--- config.mk ---
export PLATFORM = sky130hd
export DESIGN_NAME = load_store_unit
export DESIGN_NICKNAME = d
export VERILOG_FILES = /design/src/rtl/load_store_unit.sv
export SDC_FILE = /design/constraint.sdc
export NUM_CORES = 1
export LEC_CHECK = 0
export ABC_AREA = 1
export BUFFER_PORTS_ARGS = -buffer_cell sky130_fd_sc_hd__clkbuf_2
export CORE_MARGIN = 3
export CORE_UTILIZATION = 53
export CTS_CLUSTER_SIZE = 25
export DETAILED_ROUTE_END_ITERATION = 6
export GPL_TIMING_DRIVEN = 1
export PLACE_DENSITY = 0.8
export SLEW_MARGIN = 20
export SYNTH_ARGS = -nofsm -noshare
export SYNTH_HDL_FRONTEND = slang
export SYNTH_SLANG_ARGS = --single-unit
--- constraint.sdc ---
create_clock -name clk -period 1.8 [get_ports clk]
set_clock_uncertainty 0.1 [all_clocks]
set_input_delay 0.45 -clock clk [delete_from_list [all_inputs] [get_ports clk]]
set_output_delay 0.45 -clock clk [all_outputs]
set_load 0.05 [all_outputs]
--- src/rtl/load_store_unit.sv ---
// rtl/load_store_unit.sv - RV32I load/store access controller for a word-organised data memory
// Byte-lane extraction on loads, read-modify-write for SB/SH, error rejection without memory access.
module load_store_unit #(
  parameter int MEM_WORDS = 1024
) (
  input  logic        clk,
  input  logic        rst,
  input  logic        req_valid,
  output logic        req_ready,
  input  logic        req_store,
  input  logic [2:0]  req_funct3,
  input  logic [31:0] req_addr,
  input  logic [31:0] req_wdata,
  output logic        resp_valid,
  input  logic        resp_ready,
  output logic [31:0] resp_rdata,
  output logic        resp_err,
  output logic [31:0] mem_addr,
  output logic        mem_we,
  output logic [31:0] mem_wd,
  input  logic [31:0] mem_rd
);

  localparam logic [31:0] MEM_WORDS_W = 32'(MEM_WORDS);

  typedef enum logic [2:0] {
    IDLE,
    LOAD,
    RMW_RD,
    WRITE,
    RESP
  } state_t;

  state_t      state;
  logic [2:0]  cap_f3;
  logic [1:0]  cap_off;
  logic [15:0] cap_wdata;

  logic        f3_ok;
  logic        align_ok;
  logic        range_ok;
  logic        req_err;
  logic [7:0]  lane_b;
  logic [15:0] lane_h;
  logic [31:0] load_data;
  logic [31:0] merged;

  // Request decode, evaluated on the incoming request while in IDLE.
  always_comb begin
    if (req_store) begin
      f3_ok = (req_funct3 == 3'b000) || (req_funct3 == 3'b001) || (req_funct3 == 3'b010);
    end else begin
      f3_ok = (req_funct3 != 3'b011) && (req_funct3 != 3'b110) && (req_funct3 != 3'b111);
    end
    case (req_funct3[1:0])
      2'b01:   align_ok = ~req_addr[0];
      2'b10:   align_ok = (req_addr[1:0] == 2'b00);
      default: align_ok = 1'b1;
    endcase
    range_ok = {2'b00, req_addr[31:2]} < MEM_WORDS_W;
    req_err  = ~(f3_ok & align_ok & range_ok);
  end

  // Lane extraction for loads from the word currently on mem_rd.
  always_comb begin
    case (cap_off)
      2'b00:   lane_b = mem_rd[7:0];
      2'b01:   lane_b = mem_rd[15:8];
      2'b10:   lane_b = mem_rd[23:16];
      default: lane_b = mem_rd[31:24];
    endcase
    lane_h = cap_off[1] ? mem_rd[31:16] : mem_rd[15:0];
    case (cap_f3)
      3'b000:  load_data = {{24{lane_b[7]}}, lane_b};
      3'b001:  load_data = {{16{lane_h[15]}}, lane_h};
      3'b100:  load_data = {24'h0, lane_b};
      3'b101:  load_data = {16'h0, lane_h};
      default: load_data = mem_rd;
    endcase
  end

  // Sub-word store merge: old word with only the addressed lane replaced.
  always_comb begin
    merged = mem_rd;
    if (cap_f3[1:0] == 2'b00) begin
      case (cap_off)
        2'b00:   merged[7:0]   = cap_wdata[7:0];
        2'b01:   merged[15:8]  = cap_wdata[7:0];
        2'b10:   merged[23:16] = cap_wdata[7:0];
        default: merged[31:24] = cap_wdata[7:0];
      endcase
    end else if (cap_off[1]) begin
      merged[31:16] = cap_wdata;
    end else begin
      merged[15:0] = cap_wdata;
    end
  end

  always_ff @(posedge clk or negedge rst) begin
    if (!rst) begin
      state      <= IDLE;
      cap_f3     <= 3'b000;
      cap_off    <= 2'b00;
      cap_wdata  <= 16'h0;
      req_ready  <= 1'b1;
      resp_valid <= 1'b0;
      resp_rdata <= 32'h0;
      resp_err   <= 1'b0;
      mem_addr   <= 32'h0;
      mem_we     <= 1'b0;
      mem_wd     <= 32'h0;
    end else begin
      case (state)
        IDLE: begin
          if (req_valid) begin
            cap_f3    <= req_funct3;
            cap_off   <= req_addr[1:0];
            cap_wdata <= req_wdata[15:0];
            req_ready <= 1'b0;
            mem_addr  <= {2'b00, req_addr[31:2]};
            if (req_err) begin
              resp_valid <= 1'b1;
              resp_err   <= 1'b1;
              resp_rdata <= 32'h0;
              state      <= RESP;
            end else if (!req_store) begin
              state <= LOAD;
            end else if (req_funct3[1:0] == 2'b10) begin
              mem_we <= 1'b1;
              mem_wd <= req_wdata;
              state  <= WRITE;
            end else begin
              state <= RMW_RD;
            end
          end
        end
        LOAD: begin
          resp_rdata <= load_data;
          resp_err   <= 1'b0;
          resp_valid <= 1'b1;
          state      <= RESP;
        end
        RMW_RD: begin
          mem_wd <= merged;
          mem_we <= 1'b1;
          state  <= WRITE;
        end
        WRITE: begin
          mem_we     <= 1'b0;
          mem_wd     <= 32'h0;
          resp_valid <= 1'b1;
          resp_rdata <= 32'h0;
          resp_err   <= 1'b0;
          state      <= RESP;
        end
        RESP: begin
          if (resp_ready) begin
            resp_valid <= 1'b0;
            resp_rdata <= 32'h0;
            resp_err   <= 1'b0;
            req_ready  <= 1'b1;
            mem_addr   <= 32'h0;
            state      <= IDLE;
          end
        end
        default: begin
          state <= IDLE;
        end
      endcase
    end
  end

endmodule
==> run metrics <==
outcome=finished, final reports clean; diode count=0; dpl cells=1337; critical path required time=1250 ps; Placement Cell Area=0.008506 mm²; final setup margin=40.81 ps; ys async rst share=100.0%; Most Crowded Layer GR=met2; PwrDens=1847 mW/mm²; Final ANT Viol Nets=0; CTS tree=yes; root buf cell=clkbuf_16; Synth top area share=43.16%; # setup viols final=0; Final min period=1759 ps; core area=0.01277 mm²; Die Outline Area=0.01465 mm²; largest net degree at the start of global routing=44; DP Worst Slack=-245.9 ps; WL/cell=15.60 µm; delay-heaviest family, CP=flip-flops; Worst EP arrival=1210 ps; worst vdd ir=0.001053 V; DR DRC count=0; max-slew violations=0; critical path, cell by cell=clkbuf_2; H-tree levels=4; design area=0.009110 mm²; f_max=568.4 MHz; critical path buffer and inverter count=1; Fin Hold WS=128.5 ps; vias in the first global route=7096; Cells after Synth=973; Max-Cap Viols=0; Max clock buf depth=2; met3 Resource Use GR=6.620%; most used standard cell by instance count after synthesis=nand2_1; top cells by area, synth=dfrtp_1 (43%), nand2_1 (20%), nand3_1 (8.1%); port bufs=201; Slowest cell on crit path=dfstp_2; commonest cells in the netlist=nand2_1 (369), dfrtp_1 (121), nand3_1 (113); critical setup path kind=reg2out; post-route insts no fill=1371; mapped cell area=0.007015 mm²; Vias per Instance=5.458; nets@finish=1294; global routing usage on met1=37.96%; Post-Route WL=21.38 mm; Initial Util=54.92%; Main synth FF type=dfrtp_1; layout cell share with drive strength beyond 1=27.02%; Skew-Pair Late Insertion Delay=420 ps; setup TNS=0 ps; final hold violations=0; EDFF count, synth=0; total grt overflow=0; register area share after synthesis=43.53%; global-route wire length before repair=34.58 mm; leakage power=4.997 nW; First-pass DRT Iterations=5; CTS clk-pin slew, worst paths=50 ps; Synth Register Bits=122; Tcrit/Tclk final=97.73%; average cell area after synthesis=7.210 µm²; synthesis-to-finish area growth=29.86%; Num Clock Sinks=122; Placer Congestion=0.9210; die width=121.1 µm; Largest stage delay, worst path=520 ps; cell taking the most area after synthesis=dfrtp_1; Total GRT Usage=29.78%; CP Launch Type=flip-flop; total power=16.83 mW; total CTS buffers=17; synth unique cells=34; reg-to-reg slack, setup=60 ps; fin util=71.32%; Worst Setup End Kind=primary output; num rows=41; unrepaired setup endpoints after global routing=false; Die Height=121.1 µm; # IOs=204; synth warn=0; Via Count=7483; drt first-iter violations=727; Crit Path Max Fanout=2; detailed placement HPWL=15.57 mm; antenna violations before repair=0; met2 global-route usage=48.18%; worst min-delay path class=in2reg
final cells by class:
class	instances	area (µm²)
Clock buffer	24	481.7
Timing Repair Buffer	258	1602
Tap cell	172	215.2
Multi-Input combinational cell	713	3386
Sequential cell	122	3055
Inverter	74	277.8
Clock inverter	8	92.59
Fill cell	1048	3664
repair_timing:
item	4_1_cts	5_1_grt
resized for setup	0	4
hold buffers	1	0
setup buffers	0	1
hold endpoints to repair	20	0
endpoints found under the setup margin	0	52
metal layers:
layer  vias up  share of wire [%]
met2       368                 48
met4         0                3.1
met1      3442                 41
met5         -                  0
met3        49                8.2
li1       3624                  -
cell families after synthesis:
kind of cell,share of synthesized area (%)
buffers and inverters,8.490
and+or+nand+nor,35.21
other,0.05345
DFF,43.53
AOI/OAI and AO/OA,12.00
adders and majority gates,0.7134
state kept, by name, indices dropped and copies added (netlist names):
| register | flops |
|---|---|
| req_ready | 1 |
| mem_addr | 30 |
| resp_valid | 1 |
| cap_f3 | 3 |
| cap_off | 2 |
| resp_err | 1 |
| state | 3 |
| cap_wdata | 16 |
| mem_we | 1 |
| resp_rdata | 32 |
| mem_wd | 32 |
cell usage in the layout (no fill, tap or decap), types with 22 or more instances in the layout:
cell type  count
nand4_1       33
inv_1         63
buf_4         44
o21ai_0       54
clkbuf_2     200
nand3_1      113
dfrtp_1      120
o211ai_1      48
nor2_1        22
nand2_1      369
power by group:
group          total (mW)  switching (mW)  internal, mW
clock network        3.32            1.18          2.13
registers            4.55           0.841          3.71
logic                8.96            6.31          2.65
total                16.8            8.33          8.49
worst paths after layout:
check,from,to,depth (start not counted)
setup reg to reg,cap_off[1],resp_rdata[6],7
min in group asynchronous,rst,resp_rdata[23],2
hold reg to reg,req_ready,req_ready,2
max in group asynchronous,rst,req_ready,3
hold / removal,req_addr[2],mem_addr[0],3
setup / recovery,req_ready,req_ready,1
Power figures use the tool's default switching activity.
